<file path="config.mk">
export PLATFORM = sky130hd
export DESIGN_NAME = vga_timing_gen
export DESIGN_NICKNAME = d
export VERILOG_FILES = /design/src/rtl/vga_timing_gen.sv
export SDC_FILE = /design/constraint.sdc
export NUM_CORES = 1
export LEC_CHECK = 0
export BUFFER_PORTS_ARGS = -buffer_cell sky130_fd_sc_hd__buf_4
export CORE_MARGIN = 2
export CORE_UTILIZATION = 35
export DETAILED_ROUTE_END_ITERATION = 10
export MAX_ROUTING_LAYER = met4
export PLACE_DENSITY_LB_ADDON = 0.3
export SETUP_SLACK_MARGIN = 0.4
export SKIP_CTS_REPAIR_TIMING = 1
export SYNTH_ARGS = -nofsm -noshare
export SYNTH_HDL_FRONTEND = slang
export SYNTH_SLANG_ARGS = --single-unit
export TNS_END_PERCENT = 50
</file>
<file path="constraint.sdc">
create_clock -name pixel_clk -period 4.9 [get_ports pixel_clk]
set_input_delay 0.735 -clock pixel_clk [delete_from_list [all_inputs] [get_ports pixel_clk]]
set_output_delay 0.735 -clock pixel_clk [all_outputs]
set_load 0.02 [all_outputs]
</file>
<file path="src/rtl/vga_timing_gen.sv">
// -----------------------------------------------------------------------------
// vga_timing_gen
// Parametrised raster timing generator. Walks a (drawX, drawY) counter pair
// over an H_TOTAL x V_TOTAL raster and derives sync, active-video and
// line/frame strobes from it. hs/vs/active_nblank can be delayed by
// PIPE_STAGES enabled advances so they line up with a downstream pixel pipe.
//
// Ports
//   pixel_clk      in   pixel clock
//   reset_n        in   asynchronous reset, active low
//   pix_en         in   advance enable; low = counters, pipe and frame_cnt hold
//   restart        in   synchronous jump to (0,0); wins over pix_en
//   hs, vs         out  sync outputs (polarity H_POL/V_POL), delayed PIPE_STAGES
//   active_nblank  out  active video, delayed PIPE_STAGES
//   sync           out  composite sync, tied 0
//   drawX, drawY   out  current column / line (undelayed)
//   line_start     out  one-cycle pulse when drawX became 0
//   frame_start    out  one-cycle pulse when (drawX,drawY) became (0,0)
//   frame_cnt      out  frames started since reset (first one not counted), wraps
// -----------------------------------------------------------------------------
module vga_timing_gen #(
  parameter int unsigned H_ACTIVE    = 640,
  parameter int unsigned H_FP        = 16,
  parameter int unsigned H_SYNC      = 96,
  parameter int unsigned H_BP        = 48,
  parameter int unsigned V_ACTIVE    = 480,
  parameter int unsigned V_FP        = 10,
  parameter int unsigned V_SYNC      = 2,
  parameter int unsigned V_BP        = 33,
  parameter bit          H_POL       = 1'b0,
  parameter bit          V_POL       = 1'b0,
  parameter int unsigned COORD_W     = 10,
  parameter int unsigned PIPE_STAGES = 0,
  parameter int unsigned FRAME_W     = 16
) (
  input  logic               pixel_clk,
  input  logic               reset_n,
  input  logic               pix_en,
  input  logic               restart,
  output logic               hs,
  output logic               vs,
  output logic               active_nblank,
  output logic               sync,
  output logic [COORD_W-1:0] drawX,
  output logic [COORD_W-1:0] drawY,
  output logic               line_start,
  output logic               frame_start,
  output logic [FRAME_W-1:0] frame_cnt
);

  localparam int unsigned H_TOTAL  = H_ACTIVE + H_FP + H_SYNC + H_BP;
  localparam int unsigned V_TOTAL  = V_ACTIVE + V_FP + V_SYNC + V_BP;
  localparam int unsigned HS_START = H_ACTIVE + H_FP;
  localparam int unsigned HS_END   = HS_START + H_SYNC;
  localparam int unsigned VS_START = V_ACTIVE + V_FP;
  localparam int unsigned VS_END   = VS_START + V_SYNC;

  localparam logic [COORD_W-1:0] H_LAST = COORD_W'(H_TOTAL - 1);
  localparam logic [COORD_W-1:0] V_LAST = COORD_W'(V_TOTAL - 1);

  if ((H_TOTAL > (32'd1 << COORD_W)) || (V_TOTAL > (32'd1 << COORD_W))) begin : g_bad_coord_w
    $error("vga_timing_gen: H_TOTAL/V_TOTAL do not fit in COORD_W bits");
  end
  if (PIPE_STAGES > 8) begin : g_bad_pipe
    $error("vga_timing_gen: PIPE_STAGES must be 0..8");
  end

  logic [COORD_W-1:0] x_q, x_d, y_q, y_d;
  logic               line_start_q, line_start_d;
  logic               frame_start_q, frame_start_d;
  logic [FRAME_W-1:0] frame_cnt_q, frame_cnt_d;
  logic               started_q, started_d;
  logic               de_q, de_d, hs_q, hs_d, vs_q, vs_d;
  logic               advance;

  assign advance = pix_en | restart;

  // Counter lookahead and strobes.
  always_comb begin
    x_d           = x_q;
    y_d           = y_q;
    line_start_d  = 1'b0;
    frame_start_d = 1'b0;
    if (restart) begin
      x_d           = '0;
      y_d           = '0;
      line_start_d  = 1'b1;
      frame_start_d = 1'b1;
    end else if (pix_en) begin
      if (x_q == H_LAST) begin
        x_d          = '0;
        line_start_d = 1'b1;
        if (y_q == V_LAST) begin
          y_d           = '0;
          frame_start_d = 1'b1;
        end else begin
          y_d = y_q + COORD_W'(1);
        end
      end else begin
        x_d = x_q + COORD_W'(1);
      end
    end
  end

  // The wrap out of reset lands on (0,0) but is not a completed frame, so the
  // first frame_start after reset leaves frame_cnt at 0.
  always_comb begin
    frame_cnt_d = frame_cnt_q;
    started_d   = started_q;
    if (frame_start_d) begin
      started_d = 1'b1;
      if (started_q) frame_cnt_d = frame_cnt_q + FRAME_W'(1);
    end
  end

  // Raw terms evaluated on the next counter values, so the registered copy
  // matches the current drawX/drawY with no added latency.
  always_comb begin
    logic [31:0] xn, yn;
    xn   = 32'(x_d);
    yn   = 32'(y_d);
    de_d = (xn < H_ACTIVE) && (yn < V_ACTIVE);
    hs_d = ((xn >= HS_START) && (xn < HS_END)) ? H_POL : ~H_POL;
    vs_d = ((yn >= VS_START) && (yn < VS_END)) ? V_POL : ~V_POL;
  end

  always_ff @(posedge pixel_clk or negedge reset_n) begin
    if (!reset_n) begin
      x_q           <= H_LAST;
      y_q           <= V_LAST;
      line_start_q  <= 1'b0;
      frame_start_q <= 1'b0;
      frame_cnt_q   <= '0;
      started_q     <= 1'b0;
      de_q          <= 1'b0;
      hs_q          <= ~H_POL;
      vs_q          <= ~V_POL;
    end else begin
      x_q           <= x_d;
      y_q           <= y_d;
      line_start_q  <= line_start_d;
      frame_start_q <= frame_start_d;
      frame_cnt_q   <= frame_cnt_d;
      started_q     <= started_d;
      de_q          <= de_d;
      hs_q          <= hs_d;
      vs_q          <= vs_d;
    end
  end

  if (PIPE_STAGES == 0) begin : g_no_pipe
    assign active_nblank = de_q;
    assign hs            = hs_q;
    assign vs            = vs_q;
  end else begin : g_pipe
    // Shift chain: bit 0 of each *_chain is the undelayed term, the shift
    // register holds the previous PIPE_STAGES enabled samples.
    logic [PIPE_STAGES-1:0] de_sh_q, hs_sh_q, vs_sh_q;
    logic [PIPE_STAGES:0]   de_chain, hs_chain, vs_chain;

    assign de_chain = {de_sh_q, de_q};
    assign hs_chain = {hs_sh_q, hs_q};
    assign vs_chain = {vs_sh_q, vs_q};

    always_ff @(posedge pixel_clk or negedge reset_n) begin
      if (!reset_n) begin
        de_sh_q <= '0;
        hs_sh_q <= {PIPE_STAGES{~H_POL}};
        vs_sh_q <= {PIPE_STAGES{~V_POL}};
      end else if (advance) begin
        de_sh_q <= de_chain[PIPE_STAGES-1:0];
        hs_sh_q <= hs_chain[PIPE_STAGES-1:0];
        vs_sh_q <= vs_chain[PIPE_STAGES-1:0];
      end
    end

    assign active_nblank = de_sh_q[PIPE_STAGES-1];
    assign hs            = hs_sh_q[PIPE_STAGES-1];
    assign vs            = vs_sh_q[PIPE_STAGES-1];
  end

  assign sync        = 1'b0;
  assign drawX       = x_q;
  assign drawY       = y_q;
  assign line_start  = line_start_q;
  assign frame_start = frame_start_q;
  assign frame_cnt   = frame_cnt_q;

endmodule

</file>
==> report_table.html, run 1 <==
<table>
<tr><th>Metric</th><th>Value</th></tr>
<tr><th colspan="2">Floorplan</th></tr>
<tr><td>Initial cell density of the core</td><td>35.93%</td></tr>
<tr><td>Chip Height</td><td>81.73 um</td></tr>
<tr><td>Std-Cell Core Area</td><td>5886 sq um</td></tr>
<tr><td>Number of ports placed on the die boundary</td><td>46</td></tr>
<tr><td>Number of cell rows</td><td>28</td></tr>
<tr><td>Die Outline Area</td><td>6679 sq um</td></tr>
<tr><td>Die width</td><td>81.73 um</td></tr>
<tr><th colspan="2">Pwr</th></tr>
<tr><td>Leakage power</td><td>1.165 nW</td></tr>
<tr><td>Switching Fraction</td><td>30.52%</td></tr>
<tr><td>Pwr/cell area</td><td>313.4 nW/um^2</td></tr>
<tr><td>Clock group share of total power</td><td>28.5%</td></tr>
<tr><td>Switching component of the power</td><td>249.8 uW</td></tr>
<tr><td>Sequential cell fraction of total power</td><td>51.1%</td></tr>
<tr><td>Final total power</td><td>818.5 uW</td></tr>
<tr><td>Share of total power in combinational logic</td><td>20.4%</td></tr>
<tr><td>Maximum vdd ir drop</td><td>0.1227 mV</td></tr>
<tr><td>Internal power of the cells</td><td>568.7 uW</td></tr>
<tr><th colspan="2">Route</th></tr>
<tr><td>First-pass detailed-route iteration total</td><td>4</td></tr>
<tr><td>Via Count</td><td>1627</td></tr>
<tr><td>Average vias per placed instance</td><td>4.960</td></tr>
<tr><td>Post-Route WL</td><td>4358 um</td></tr>
<tr><td>DR WL/cell</td><td>13.29 um</td></tr>
<tr><td>DRC Markers</td><td>0</td></tr>
<tr><td>Violation count after the first detailed-routing iteration</td><td>54</td></tr>
<tr><td>Number of nets with antenna violations after detailed routing</td><td>0</td></tr>
<tr><th colspan="2">Logic synthesis</th></tr>
<tr><td>Main synth FF type</td><td>sky130_fd_sc_hd__dfrtp_1</td></tr>
<tr><td>Largest area contributor in the synthesized netlist</td><td>sky130_fd_sc_hd__dfrtp_1</td></tr>
<tr><td>Count of unique library cells instantiated by Yosys</td><td>47</td></tr>
<tr><td>Main area contributors after synthesis</td><td>sky130_fd_sc_hd__dfrtp_1, sky130_fd_sc_hd__dfstp_2, sky130_fd_sc_hd__xnor2_1</td></tr>
<tr><td>Most numerous cell types in the synthesized netlist</td><td>sky130_fd_sc_hd__dfrtp_1, sky130_fd_sc_hd__nand3_1, sky130_fd_sc_hd__nor2_1, sky130_fd_sc_hd__xnor2_1, sky130_fd_sc_hd__nand2_1</td></tr>
<tr><td>Proportion of synthesized chip area in sequential cells</td><td>50.41%</td></tr>
<tr><td>Number of warning messages in the yosys log</td><td>0</td></tr>
<tr><td>Number of enable flip-flop cells after synthesis</td><td>0</td></tr>
<tr><td>Share of flip-flops with an asynchronous set or reset after synthesis</td><td>100.0%</td></tr>
<tr><td>Netlist area before placement</td><td>2115 sq um</td></tr>
<tr><td>Synth Register Bits</td><td>42</td></tr>
<tr><td>Post-synth top area share</td><td>35.50%</td></tr>
<tr><td>Most numerous cell in the Yosys netlist</td><td>sky130_fd_sc_hd__dfrtp_1</td></tr>
<tr><td>Net count after synthesis</td><td>212</td></tr>
<tr><td>Synthesized area per cell</td><td>10.37 sq um</td></tr>
<tr><td>Post-Synthesis Cells</td><td>204</td></tr>
<tr><th colspan="2">STA</th></tr>
<tr><td>Achievable clock frequency</td><td>394.4 MHz</td></tr>
<tr><td>Number of max-slew violations in the final report</td><td>0</td></tr>
<tr><td>Final hold violation count</td><td>0</td></tr>
<tr><td>Worst Skew</td><td>0.008345 ns</td></tr>
<tr><td>Worst slew margin relative to its limit</td><td>61.71%</td></tr>
<tr><td>Final-layout worst hold slack</td><td>0.4157 ns</td></tr>
<tr><td>PnR worst setup slack</td><td>2.365 ns</td></tr>
<tr><td>Final sum of negative setup slack</td><td>0 ns</td></tr>
<tr><td>Time the final worst path needs with I/O delays and setup</td><td>2.535 ns</td></tr>
<tr><td>Fin crit share</td><td>51.74%</td></tr>
<tr><td>Transition at the pin with the smallest max-transition slack</td><td>0.5700 ns</td></tr>
<tr><td>Final setup vio count</td><td>0</td></tr>
<tr><td>RSZ-0062 raised after global routing</td><td>false</td></tr>
<tr><th colspan="2">Critical path</th></tr>
<tr><td>Setup crit end kind</td><td>register</td></tr>
<tr><td>Nature of the critical path startpoint</td><td>register</td></tr>
<tr><td>Worst path required time</td><td>5.09 ns</td></tr>
<tr><td>Data arrival at the endpoint of the critical path</td><td>2.73 ns</td></tr>
<tr><td>Worst setup path class</td><td>register to register</td></tr>
<tr><td>Critical-path maximum fanout</td><td>13</td></tr>
<tr><td>CP Cell Sequence</td><td>ha_1 -&gt; and3_2 -&gt; nand3_2 -&gt; nor4_1 -&gt; o221ai_1 -&gt; or4_1 -&gt; and3_1</td></tr>
<tr><td>Reg2reg path depth</td><td>7</td></tr>
<tr><td>Startpoint of the worst register-to-register path</td><td>drawX[0]$_DFF_PN1_</td></tr>
<tr><td>Crit path largest cell delay</td><td>0.57 ns</td></tr>
<tr><td>R2r setup slk</td><td>2.36 ns</td></tr>
<tr><td>Endpoint of the worst-slack reg-to-reg timing path</td><td>active_nblank$_DFF_PN0_</td></tr>
<tr><td>Slowest CP cell</td><td>sky130_fd_sc_hd__dfstp_2</td></tr>
<tr><th colspan="2">Hold path</th></tr>
<tr><td>Min-Delay Path Class</td><td>primary input to asynchronous set/reset pin</td></tr>
<tr><th colspan="2">Clock network</th></tr>
<tr><td>Clock tree root buffer cell</td><td>sky130_fd_sc_hd__clkbuf_8</td></tr>
<tr><td>CTS clk-pin slew, worst paths</td><td>0.08 ns</td></tr>
<tr><td>H-tree levels</td><td>2</td></tr>
<tr><td>Maximum count of clock buffers along a single path</td><td>2</td></tr>
<tr><td>Clock tree from TritonCTS</td><td>yes</td></tr>
<tr><td>Total clock buffers created by CTS</td><td>5</td></tr>
<tr><td>Clock network latency to the later pin of the worst-skew pair</td><td>0.30 ns</td></tr>
<tr><td>Clock net sink count</td><td>42</td></tr>
<tr><th colspan="2">Global route</th></tr>
<tr><td>Vias in the first global route</td><td>1490</td></tr>
<tr><td>Wire length of the first global-routing pass</td><td>7251 um</td></tr>
<tr><td>Antenna violations before repair</td><td>0</td></tr>
<tr><td>Pin count of the biggest net entering global routing</td><td>43</td></tr>
<tr><td>Overflow after GRT</td><td>0</td></tr>
<tr><td>Global routing usage summed across all routing layers</td><td>14.61%</td></tr>
<tr><th colspan="2">Job</th></tr>
<tr><td>Max-cap check violation count</td><td>0</td></tr>
<tr><th colspan="2">Run status</th></tr>
<tr><td>Status</td><td>finished clean</td></tr>
<tr><th colspan="2">Placement</th></tr>
<tr><td>Worst setup slack before clock tree synthesis</td><td>2.217 ns</td></tr>
<tr><td>Routability congestion estimate from global placement</td><td>0.8258</td></tr>
<tr><td>Number of I/O port buffers</td><td>44</td></tr>
<tr><td>Detailed placement HPWL</td><td>3145 um</td></tr>
<tr><th colspan="2">Cells and area</th></tr>
<tr><td>Final net count</td><td>260</td></tr>
<tr><td>Fill cells</td><td>596</td></tr>
<tr><td>Utilization after layout</td><td>44.37%</td></tr>
<tr><td>Area added between synthesis and finish</td><td>23.49%</td></tr>
<tr><td>Final antenna diode count</td><td>0</td></tr>
<tr><td>Layout cell share with drive strength beyond 1</td><td>29.25%</td></tr>
</table>
==> cells in the final DEF, fill, tap and decap left out, types with 2 or more instances in the layout <==
| cell | synthesis | routed |
|---|---|---|
| sky130_fd_sc_hd__buf_4 | 1 | 44 |
| sky130_fd_sc_hd__dfrtp_1 | 30 | 30 |
| sky130_fd_sc_hd__nor2_1 | 19 | 19 |
| sky130_fd_sc_hd__nand3_1 | 19 | 19 |
| sky130_fd_sc_hd__xnor2_1 | 16 | 16 |
| sky130_fd_sc_hd__nand2_1 | 14 | 14 |
| sky130_fd_sc_hd__dfstp_2 | 12 | 12 |
| sky130_fd_sc_hd__and3_1 | 11 | 11 |
| sky130_fd_sc_hd__xor2_1 | 11 | 11 |
| sky130_fd_sc_hd__nor3_1 | 9 | 9 |
| sky130_fd_sc_hd__inv_1 | 8 | 8 |
| sky130_fd_sc_hd__nand4_1 | 6 | 6 |
| sky130_fd_sc_hd__clkbuf_8 | 0 | 6 |
| sky130_fd_sc_hd__o21ai_0 | 4 | 4 |
| sky130_fd_sc_hd__ha_1 | 4 | 4 |
| sky130_fd_sc_hd__nor2b_1 | 3 | 3 |
| sky130_fd_sc_hd__a21oi_1 | 3 | 3 |
| sky130_fd_sc_hd__o21a_1 | 3 | 3 |
| sky130_fd_sc_hd__or4_1 | 2 | 2 |
==> per-layer routing <==
metal,GRT usage (%),wire [um],vias up
li1,-,-,809
met1,20.12,2153,773
met2,20.81,1918,39
met3,3.516,212,6
met4,5.500,72,0
met5,-,0,-
==> how the worst max path moves through the flow <==
stage	from	to	slack, ns	cells past startpoint
3_3_place_gp	pix_en	active_nblank$_DFF_PN0_	2.24	7
6_report	drawX[0]$_DFF_PN1_	active_nblank$_DFF_PN0_	2.36	7
4_1_cts	drawX[0]$_DFF_PN1_	active_nblank$_DFF_PN0_	2.36	7
3_5_place_dp	pix_en	active_nblank$_DFF_PN0_	2.22	7
5_1_grt	drawX[0]$_DFF_PN1_	active_nblank$_DFF_PN0_	2.12	7
2_1_floorplan	drawY[0]$_DFF_PN0_	active_nblank$_DFF_PN0_	2.58	8
==> layout make-up <==
type | instances | area, sq um | share of cell area (%)
Sequential cell | 42 | 1066 | 40.82
Timing Repair Buffer | 44 | 330.3 | 12.65
Clock buffer | 6 | 82.58 | 3.162
Multi-Input combinational cell | 150 | 992.2 | 38.00
Tap cell | 75 | 93.84 | 3.594
Inverter | 9 | 33.78 | 1.294
Clock inverter | 2 | 12.51 | 0.4792
==> worst max-delay path: cells and delay by family (launching register included) <==
family / cells / cell delay (ns)
DFF: 1 / 0.57
and+or+nand+nor: 5 / 1.54
adders and majority gates: 1 / 0.16
AOI/OAI and AO/OA: 1 / 0.17
==> power groups by stage <==
stage | Combinational (mW) | Sequential, mW | Clock [mW]
3_5_place_dp | 0.170 | 0.426 | 0
2_1_floorplan | 0.0611 | 0.459 | 0
5_1_grt | 0.185 | 0.425 | 0.258
4_1_cts | 0.171 | 0.420 | 0.243
3_3_place_gp | 0.169 | 0.426 | 0
6_report | 0.167 | 0.418 | 0.234
==> flip-flops by register name, indices dropped and copies added, names as in the netlist <==
name           count
vs                 1
hs                 1
frame_start        1
frame_cnt         16
drawY             10
line_start         1
active_nblank      1
drawX             10
started_q          1
==> metrics by stage <==
stage	std cells	instance area [sq um]
global placement	320	2516
global route	328	2611
finish	328	2611
floorplan	204	2115
detailed placement	320	2516
CTS	328	2611
==> kinds of logic (layout without fill, tap and decap cells) <==
family,after synthesis,count (layout),share of synthesized area [%]
AND/OR/NAND/NOR,99,99,26.69
flip-flops,42,42,50.41
XOR/XNOR,27,27,11.18
AO/OA/AOI/OAI,17,17,5.503
buffers and inverters,12,61,2.663
adder cells (fa/ha/maj),4,4,2.367
multiplexers,2,2,1.006
other,1,1,0.1773
No activity file was read; power rests on OpenSTA's default activity.
==> inputs of run 2 (changes only) <==
==> constraint.sdc (replaced) <==
create_clock -name pixel_clk -period 2.5 [get_ports pixel_clk]
set_input_delay 0.375 -clock pixel_clk [delete_from_list [all_inputs] [get_ports pixel_clk]]
set_output_delay 0.375 -clock pixel_clk [all_outputs]
set_load 0.02 [all_outputs]
==> run 2 against run 1 <==
Net effect: sequential cell count did not move; total power rose by 100%; setup slack got worse by 2.1 ns; clock skew fell by 0.0019 ns; critical path type unchanged; critical endpoint unchanged; largest power group unchanged.
==> report_table.html, run 2 (synthesized netlist as in run 1, its figures left out) <==
<table>
<tr><th>Metric</th><th>Value</th></tr>
<tr><th colspan="2">Run status</th></tr>
<tr><td>Status</td><td>finished clean (unchanged)</td></tr>
<tr><th colspan="2">Pwr</th></tr>
<tr><td>Switching Fraction</td><td>31.17% (was 30.52%)</td></tr>
<tr><td>Leakage power</td><td>1.287 nW (was 1.165 nW)</td></tr>
<tr><td>Final total power</td><td>1.634 mW (was 818.5 uW)</td></tr>
<tr><td>Clock group share of total power</td><td>28.3% (was 28.5%)</td></tr>
<tr><td>Internal power of the cells</td><td>1.124 mW (was 568.7 uW)</td></tr>
<tr><td>Switching component of the power</td><td>509.3 uW (was 249.8 uW)</td></tr>
<tr><td>Sequential cell fraction of total power</td><td>50.3% (was 51.1%)</td></tr>
<tr><td>Maximum vdd ir drop</td><td>0.3072 mV (was 0.1227 mV)</td></tr>
<tr><td>Share of total power in combinational logic</td><td>21.4% (was 20.4%)</td></tr>
<tr><td>Pwr/cell area</td><td>570.2 nW/um^2 (was 313.4 nW/um^2)</td></tr>
<tr><th colspan="2">Clock network</th></tr>
<tr><td>Maximum count of clock buffers along a single path</td><td>2 (unchanged)</td></tr>
<tr><td>Clock tree from TritonCTS</td><td>yes (unchanged)</td></tr>
<tr><td>H-tree levels</td><td>2 (unchanged)</td></tr>
<tr><td>CTS clk-pin slew, worst paths</td><td>0.08 ns (about the same)</td></tr>
<tr><td>Clock tree root buffer cell</td><td>sky130_fd_sc_hd__clkbuf_8 (unchanged)</td></tr>
<tr><td>Total clock buffers created by CTS</td><td>5 (unchanged)</td></tr>
<tr><td>Clock net sink count</td><td>42 (unchanged)</td></tr>
<tr><td>Clock network latency to the later pin of the worst-skew pair</td><td>0.30 ns (about the same)</td></tr>
<tr><th colspan="2">STA</th></tr>
<tr><td>Number of max-slew violations in the final report</td><td>0 (unchanged)</td></tr>
<tr><td>Transition at the pin with the smallest max-transition slack</td><td>0.5343 ns (was 0.5700 ns)</td></tr>
<tr><td>Final sum of negative setup slack</td><td>0 ns (unchanged)</td></tr>
<tr><td>Worst Skew</td><td>0.006448 ns (was 0.008345 ns)</td></tr>
<tr><td>Worst slew margin relative to its limit</td><td>64.38% (was 61.71%)</td></tr>
<tr><td>Fin crit share</td><td>88.53% (was 51.74%)</td></tr>
<tr><td>Achievable clock frequency</td><td>451.8 MHz (was 394.4 MHz)</td></tr>
<tr><td>Final setup vio count</td><td>0 (unchanged)</td></tr>
<tr><td>RSZ-0062 raised after global routing</td><td>true (was false)</td></tr>
<tr><td>Final hold violation count</td><td>0 (unchanged)</td></tr>
<tr><td>Time the final worst path needs with I/O delays and setup</td><td>2.213 ns (was 2.535 ns)</td></tr>
<tr><th colspan="2">Floorplan</th></tr>
<tr><td>Die Outline Area</td><td>6679 sq um (unchanged)</td></tr>
<tr><td>Number of cell rows</td><td>28 (unchanged)</td></tr>
<tr><td>Std-Cell Core Area</td><td>5886 sq um (unchanged)</td></tr>
<tr><td>Number of ports placed on the die boundary</td><td>46 (unchanged)</td></tr>
<tr><td>Die width</td><td>81.73 um (unchanged)</td></tr>
<tr><td>Initial cell density of the core</td><td>35.93% (unchanged)</td></tr>
<tr><td>Chip Height</td><td>81.73 um (unchanged)</td></tr>
<tr><th colspan="2">Route</th></tr>
<tr><td>Post-Route WL</td><td>5014 um (was 4358 um)</td></tr>
<tr><td>Average vias per placed instance</td><td>5.121 (was 4.960)</td></tr>
<tr><td>First-pass detailed-route iteration total</td><td>4 (unchanged)</td></tr>
<tr><td>DR WL/cell</td><td>14.49 um (was 13.29 um)</td></tr>
<tr><td>DRC Markers</td><td>0 (unchanged)</td></tr>
<tr><td>Via Count</td><td>1772 (was 1627)</td></tr>
<tr><td>Number of nets with antenna violations after detailed routing</td><td>0 (unchanged)</td></tr>
<tr><td>Violation count after the first detailed-routing iteration</td><td>71 (was 54)</td></tr>
<tr><th colspan="2">Critical path</th></tr>
<tr><td>Worst setup path class</td><td>register to register (unchanged)</td></tr>
<tr><td>Cell type group with the largest total delay on the critical path</td><td>simple AND/OR/NAND/NOR gates (unchanged)</td></tr>
<tr><td>Crit path largest cell delay</td><td>0.62 ns (was 0.57 ns)</td></tr>
<tr><td>Setup crit end kind</td><td>register (unchanged)</td></tr>
<tr><td>Nature of the critical path startpoint</td><td>register (unchanged)</td></tr>
<tr><td>Worst path required time</td><td>2.69 ns (was 5.09 ns)</td></tr>
<tr><td>Slowest CP cell</td><td>sky130_fd_sc_hd__dfstp_2 (unchanged)</td></tr>
<tr><td>CP Cell Sequence</td><td>and3_4 -&gt; nand3_2 -&gt; nor4_4 -&gt; o221ai_1 -&gt; or4_1 -&gt; and3_1 (was ha_1 -&gt; and3_2 -&gt; nand3_2 -&gt; nor4_1 -&gt; o221ai_1 -&gt; or4_1 -&gt; and3_1)</td></tr>
<tr><td>Critical path buffers and inverters</td><td>0 (unchanged)</td></tr>
<tr><td>Data arrival at the endpoint of the critical path</td><td>2.40 ns (was 2.73 ns)</td></tr>
<tr><td>Critical-path maximum fanout</td><td>8 (was 13)</td></tr>
<tr><th colspan="2">Cells and area</th></tr>
<tr><td>Final std cells w/o fill</td><td>346 (was 328)</td></tr>
<tr><td>Leading cell types in the layout, fill and taps excluded</td><td>sky130_fd_sc_hd__buf_4, sky130_fd_sc_hd__dfrtp_1, sky130_fd_sc_hd__nor2_1 (was sky130_fd_sc_hd__buf_4, sky130_fd_sc_hd__dfrtp_1, sky130_fd_sc_hd__nor2_1, sky130_fd_sc_hd__nand3_1, sky130_fd_sc_hd__xnor2_1)</td></tr>
<tr><td>Area added between synthesis and finish</td><td>35.50% (was 23.49%)</td></tr>
<tr><td>Number of flip-flops under the largest register name</td><td>16 (unchanged)</td></tr>
<tr><td>Final antenna diode count</td><td>0 (unchanged)</td></tr>
<tr><td>Final net count</td><td>278 (was 260)</td></tr>
<tr><td>Layout cell share with drive strength beyond 1</td><td>39.85% (was 29.25%)</td></tr>
<tr><td>Final Cell Area</td><td>2865 sq um (was 2611 sq um)</td></tr>
<tr><td>Utilization after layout</td><td>48.68% (was 44.37%)</td></tr>
<tr><td>Most common cell after layout, fill and taps aside</td><td>sky130_fd_sc_hd__buf_4 (unchanged)</td></tr>
<tr><td>Fill cells</td><td>573 (was 596)</td></tr>
<tr><th colspan="2">Placement</th></tr>
<tr><td>Routability congestion estimate from global placement</td><td>0.8691 (was 0.8258)</td></tr>
<tr><td>Number of I/O port buffers</td><td>44 (unchanged)</td></tr>
<tr><td>Detailed placement HPWL</td><td>3343 um (was 3145 um)</td></tr>
<tr><td>Total placed instance area</td><td>2587 sq um (was 2516 sq um)</td></tr>
<tr><td>Number of cells in the design after placement</td><td>326 (was 320)</td></tr>
<tr><th colspan="2">Job</th></tr>
<tr><td>Max-cap check violation count</td><td>0 (unchanged)</td></tr>
<tr><th colspan="2">Hold path</th></tr>
<tr><td>Min-Delay Path Class</td><td>primary input to asynchronous set/reset pin (unchanged)</td></tr>
<tr><th colspan="2">Global route</th></tr>
<tr><td>Antenna violations before repair</td><td>0 (unchanged)</td></tr>
<tr><td>Overflow after GRT</td><td>0 (unchanged)</td></tr>
<tr><td>Wire length of the first global-routing pass</td><td>7638 um (was 7251 um)</td></tr>
<tr><td>Global routing usage summed across all routing layers</td><td>15.40% (was 14.61%)</td></tr>
<tr><td>Vias in the first global route</td><td>1612 (was 1490)</td></tr>
<tr><td>Pin count of the biggest net entering global routing</td><td>43 (unchanged)</td></tr>
</table>
[run 2: changes by cell type in the layout (fill, tap and decap cells not counted), moves of 3 or more]
cell,delta
sky130_fd_sc_hd__nor3_2,+3
sky130_fd_sc_hd__nand3_2,+3
sky130_fd_sc_hd__nor3_1,-5
sky130_fd_sc_hd__nand3_1,-3
sky130_fd_sc_hd__buf_4,+16
[run 2: worst paths after layout]
check,cells after the start,slack [ns],to,startpoint
min,1,0.06,drawX[7]$_DFF_PN0_,reset_n
max reg2reg,6,0.29,active_nblank$_DFF_PN0_,drawY[2]$_DFF_PN1_
max in group asynchronous,1,2.05,drawY[1]$_DFF_PN0_,reset_n
min reg2reg,1,0.47,frame_cnt[15]$_DFFE_PN0P_,frame_cnt[15]$_DFFE_PN0P_
max,6,0.29,active_nblank$_DFF_PN0_,drawY[2]$_DFF_PN1_
min in group pixel_clk,2,0.27,drawX[2]$_DFF_PN1_,restart
[run 2: stage by stage]
stage                     hold WS [ns]  setup WS [ns]
final                          0.05647         0.2867
after global routing           0.09934         0.2324
after CTS                      0.07427         0.1152
after detailed placement        0.4046         0.1279
after global placement          0.3983         0.1790
after floorplan                0.07941         0.2587
[run 2: per-layer routing]
layer | up-vias | part of all wire, % | track usage [%]
met5 | - | 0 | -
met4 | 0 | 2.7 | 6.667
met3 | 12 | 5.7 | 3.407
met2 | 62 | 46 | 23.01
met1 | 856 | 46 | 20.10
li1 | 842 | - | -
[run 2: worst register-to-register path, delay by kind of cell, from the launching register on]
family	cells	cell delay, ns
flip-flops	1	0.62
AND/OR/NAND/NOR	5	1.33
AO/OA/AOI/OAI	1	0.16
[run 2: final cells by class]
type                       count  area [sq um]  share of cell area (%)
tap                           75         93.84                   3.275
clock buffer                   6         82.58                   2.882
sequential                    42          1069                   37.29
timing repair buffer          61         461.7                   16.11
multi-input combinational    151          1112                   38.82
clock inverter                 2         12.51                  0.4367
inverter                       9         33.78                   1.179
[run 2: power by group through the flow]
stage               sequential (mW)  combinational, mW  clock, mW
finish                        0.822              0.349      0.462
detailed placement            0.836              0.343          0
global placement              0.833              0.338          0
global route                  0.835              0.390      0.509
CTS                           0.823              0.343      0.486
floorplan                     0.900              0.121          0
==> inputs of run 3 (changes only) <==
--- a/config.mk
+++ b/config.mk
@@ -6,6 +6,8 @@
 export NUM_CORES = 1
 export LEC_CHECK = 0
 export BUFFER_PORTS_ARGS = -buffer_cell sky130_fd_sc_hd__buf_4
+export CELL_PAD_IN_SITES_DETAIL_PLACEMENT = 1
+export CELL_PAD_IN_SITES_GLOBAL_PLACEMENT = 1
 export CORE_MARGIN = 2
 export CORE_UTILIZATION = 35
 export DETAILED_ROUTE_END_ITERATION = 10
==> run 3 against run 2 <==
Net effect: die area unchanged; sequential power increased by 1%; sequential share of layout area decreased by 0.83 points; clock-buffer cell count decreased by 1; utilization increased by 1.1 points; final cell count increased by 1.7%; final area increased by 2.3%; sequential cell count unchanged; combinational power increased by 3%; critical path depth increased by 2; wire length increased by 16%.
==> report_table.html, run 3 (synthesized netlist as in run 1, its figures left out) <==
<table>
<tr><th>Metric</th><th>Value</th></tr>
<tr><th colspan="2">STA</th></tr>
<tr><td>Number of max-slew violations in the final report</td><td>0 (unchanged)</td></tr>
<tr><td>Worst slew margin relative to its limit</td><td>63.17% (was 64.38%)</td></tr>
<tr><td>Time the final worst path needs with I/O delays and setup</td><td>2.203 ns (was 2.213 ns)</td></tr>
<tr><td>Fin crit share</td><td>88.11% (was 88.53%)</td></tr>
<tr><td>Achievable clock frequency</td><td>454.0 MHz (was 451.8 MHz)</td></tr>
<tr><td>Final hold violation count</td><td>0 (unchanged)</td></tr>
<tr><td>Transition at the pin with the smallest max-transition slack</td><td>0.5525 ns (was 0.5343 ns)</td></tr>
<tr><td>RSZ-0062 raised after global routing</td><td>true (unchanged)</td></tr>
<tr><td>PnR worst setup slack</td><td>0.2973 ns (was 0.2867 ns)</td></tr>
<tr><td>Final sum of negative setup slack</td><td>0 ns (unchanged)</td></tr>
<tr><td>Final setup vio count</td><td>0 (unchanged)</td></tr>
<tr><td>Worst Skew</td><td>0.009458 ns (was 0.006448 ns)</td></tr>
<tr><th colspan="2">Placement</th></tr>
<tr><td>Routability congestion estimate from global placement</td><td>0.8019 (was 0.8691)</td></tr>
<tr><td>Detailed placement HPWL</td><td>3738 um (was 3343 um)</td></tr>
<tr><td>Worst setup slack before clock tree synthesis</td><td>0.1255 ns (was 0.1279 ns)</td></tr>
<tr><td>Number of I/O port buffers</td><td>44 (unchanged)</td></tr>
<tr><th colspan="2">Floorplan</th></tr>
<tr><td>Chip Height</td><td>81.73 um (unchanged)</td></tr>
<tr><td>Number of ports placed on the die boundary</td><td>46 (unchanged)</td></tr>
<tr><td>Std-Cell Core Area</td><td>5886 sq um (unchanged)</td></tr>
<tr><td>Die Outline Area</td><td>6679 sq um (unchanged)</td></tr>
<tr><td>Die width</td><td>81.73 um (unchanged)</td></tr>
<tr><td>Number of cell rows</td><td>28 (unchanged)</td></tr>
<tr><td>Initial cell density of the core</td><td>35.93% (unchanged)</td></tr>
<tr><th colspan="2">Clock network</th></tr>
<tr><td>Maximum count of clock buffers along a single path</td><td>2 (unchanged)</td></tr>
<tr><td>H-tree levels</td><td>2 (unchanged)</td></tr>
<tr><td>Clock tree from TritonCTS</td><td>yes (unchanged)</td></tr>
<tr><td>CTS clk-pin slew, worst paths</td><td>0.09 ns (was 0.08 ns)</td></tr>
<tr><td>Clock tree root buffer cell</td><td>sky130_fd_sc_hd__clkbuf_8 (unchanged)</td></tr>
<tr><td>Clock network latency to the later pin of the worst-skew pair</td><td>0.31 ns (was 0.30 ns)</td></tr>
<tr><td>Total clock buffers created by CTS</td><td>5 (unchanged)</td></tr>
<tr><td>Clock net sink count</td><td>42 (unchanged)</td></tr>
<tr><th colspan="2">Route</th></tr>
<tr><td>Via Count</td><td>1778 (was 1772)</td></tr>
<tr><td>First-pass detailed-route iteration total</td><td>4 (unchanged)</td></tr>
<tr><td>DR WL/cell</td><td>16.48 um (was 14.49 um)</td></tr>
<tr><td>Average vias per placed instance</td><td>5.051 (was 5.121)</td></tr>
<tr><td>Violation count after the first detailed-routing iteration</td><td>79 (was 71)</td></tr>
<tr><td>Number of nets with antenna violations after detailed routing</td><td>0 (unchanged)</td></tr>
<tr><td>Post-Route WL</td><td>5801 um (was 5014 um)</td></tr>
<tr><td>DRC Markers</td><td>0 (unchanged)</td></tr>
<tr><th colspan="2">Hold path</th></tr>
<tr><td>Min-Delay Path Class</td><td>primary input to asynchronous set/reset pin (unchanged)</td></tr>
<tr><th colspan="2">Cells and area</th></tr>
<tr><td>Fill cells</td><td>669 (was 573)</td></tr>
<tr><td>Leading cell types in the layout, fill and taps excluded</td><td>sky130_fd_sc_hd__buf_4, sky130_fd_sc_hd__dfrtp_1, sky130_fd_sc_hd__nor2_1 (unchanged)</td></tr>
<tr><td>Area used by sequential logic in the layout</td><td>1069 sq um (unchanged)</td></tr>
<tr><td>Area added between synthesis and finish</td><td>38.58% (was 35.50%)</td></tr>
<tr><td>Layout cell share with drive strength beyond 1</td><td>41.52% (was 39.85%)</td></tr>
<tr><td>Area occupied by multi-input gates</td><td>1131 sq um (was 1112 sq um)</td></tr>
<tr><td>Utilization after layout</td><td>49.79% (was 48.68%)</td></tr>
<tr><td>Most common cell after layout, fill and taps aside</td><td>sky130_fd_sc_hd__buf_4 (unchanged)</td></tr>
<tr><td>Final net count</td><td>284 (was 278)</td></tr>
<tr><td>Final antenna diode count</td><td>0 (unchanged)</td></tr>
<tr><td>Number of flip-flops under the largest register name</td><td>16 (unchanged)</td></tr>
<tr><th colspan="2">Critical path</th></tr>
<tr><td>Worst path required time</td><td>2.72 ns (was 2.69 ns)</td></tr>
<tr><td>Critical-path maximum fanout</td><td>5 (was 8)</td></tr>
<tr><td>Reg2reg path depth</td><td>8 (was 6)</td></tr>
<tr><td>Worst setup path class</td><td>register to register (unchanged)</td></tr>
<tr><td>Data arrival at the endpoint of the critical path</td><td>2.43 ns (was 2.40 ns)</td></tr>
<tr><td>Nature of the critical path startpoint</td><td>register (unchanged)</td></tr>
<tr><td>Setup crit end kind</td><td>register (unchanged)</td></tr>
<tr><th colspan="2">Pwr</th></tr>
<tr><td>Leakage power</td><td>1.321 nW (was 1.287 nW)</td></tr>
<tr><td>Pwr/cell area</td><td>565.7 nW/um^2 (was 570.2 nW/um^2)</td></tr>
<tr><td>Final total power</td><td>1.658 mW (was 1.634 mW)</td></tr>
<tr><td>Maximum vdd ir drop</td><td>0.2362 mV (was 0.3072 mV)</td></tr>
<tr><th colspan="2">Global route</th></tr>
<tr><td>Vias in the first global route</td><td>1654 (was 1612)</td></tr>
<tr><td>Pin count of the biggest net entering global routing</td><td>43 (unchanged)</td></tr>
<tr><td>Global routing usage summed across all routing layers</td><td>16.79% (was 15.40%)</td></tr>
<tr><td>Overflow after GRT</td><td>0 (unchanged)</td></tr>
<tr><td>Wire length of the first global-routing pass</td><td>8335 um (was 7638 um)</td></tr>
<tr><td>Antenna violations before repair</td><td>0 (unchanged)</td></tr>
<tr><th colspan="2">Run status</th></tr>
<tr><td>Status</td><td>finished clean (unchanged)</td></tr>
<tr><th colspan="2">Job</th></tr>
<tr><td>Max-cap check violation count</td><td>0 (unchanged)</td></tr>
</table>
## run 3: worst max-delay path, cell delays in order (launching register included)
cell and delay (ns):
sky130_fd_sc_hd__dfstp_2 0.59, sky130_fd_sc_hd__ha_4 0.14, sky130_fd_sc_hd__and3_4 0.22, sky130_fd_sc_hd__nand3_4 0.16, sky130_fd_sc_hd__buf_6 0.17, sky130_fd_sc_hd__or4_4 0.50
sky130_fd_sc_hd__nand3_2 0.10, sky130_fd_sc_hd__nor2b_4 0.13, sky130_fd_sc_hd__nand4b_1 0.11
## run 3: layout make-up
class	count	area share, %
clock buffer	5	2.348
clock inverter	3	0.8540
inverter	9	1.238
multi-input combinational	151	38.60
sequential	42	36.46
tap	75	3.202
timing repair buffer	67	17.29
## run 3: final timing paths
check	from	to	slack (ns)
max reg2reg	drawX[0]$_DFF_PN1_	vs$_DFF_PN1_	0.30
max	drawX[0]$_DFF_PN1_	vs$_DFF_PN1_	0.30
min reg2reg	frame_cnt[14]$_DFFE_PN0P_	frame_cnt[14]$_DFFE_PN0P_	0.50
min in group pixel_clk	restart	drawX[2]$_DFF_PN1_	0.29
min	reset_n	frame_cnt[9]$_DFFE_PN0P_	0.04
max in group asynchronous	reset_n	drawY[0]$_DFF_PN0_	2.04
## run 3: where the power goes
part           internal [mW]  switching (mW)  total (mW)
clock network          0.202           0.265       0.467
registers              0.746          0.0840       0.830
logic                  0.158           0.203       0.361
## run 3: stage by stage
| step | hold WS (ns) | instance area, sq um | std cells |
|---|---|---|---|
| 2_1_floorplan | 0.07941 | 2141 | 204 |
| 5_1_grt | 0.07795 | 2930 | 352 |
| 3_3_place_gp | 0.4055 | 2580 | 325 |
| 4_1_cts | 0.06896 | 2674 | 333 |
| 3_5_place_dp | 0.4046 | 2580 | 325 |
| 6_report | 0.03801 | 2930 | 352 |
## run 3: routing by layer
| metal | wire, um | part of all wire [%] | global-route usage [%] | vias to the layer above |
|---|---|---|---|---|
| met1 | 2589 | 45 | 22.78 | 878 |
| met5 | 0 | 0 | - | - |
| met3 | 195 | 3.4 | 2.967 | 10 |
| met2 | 2901 | 50 | 25.53 | 35 |
| met4 | 115 | 2.0 | 5.500 | 0 |
| li1 | - | - | - | 855 |
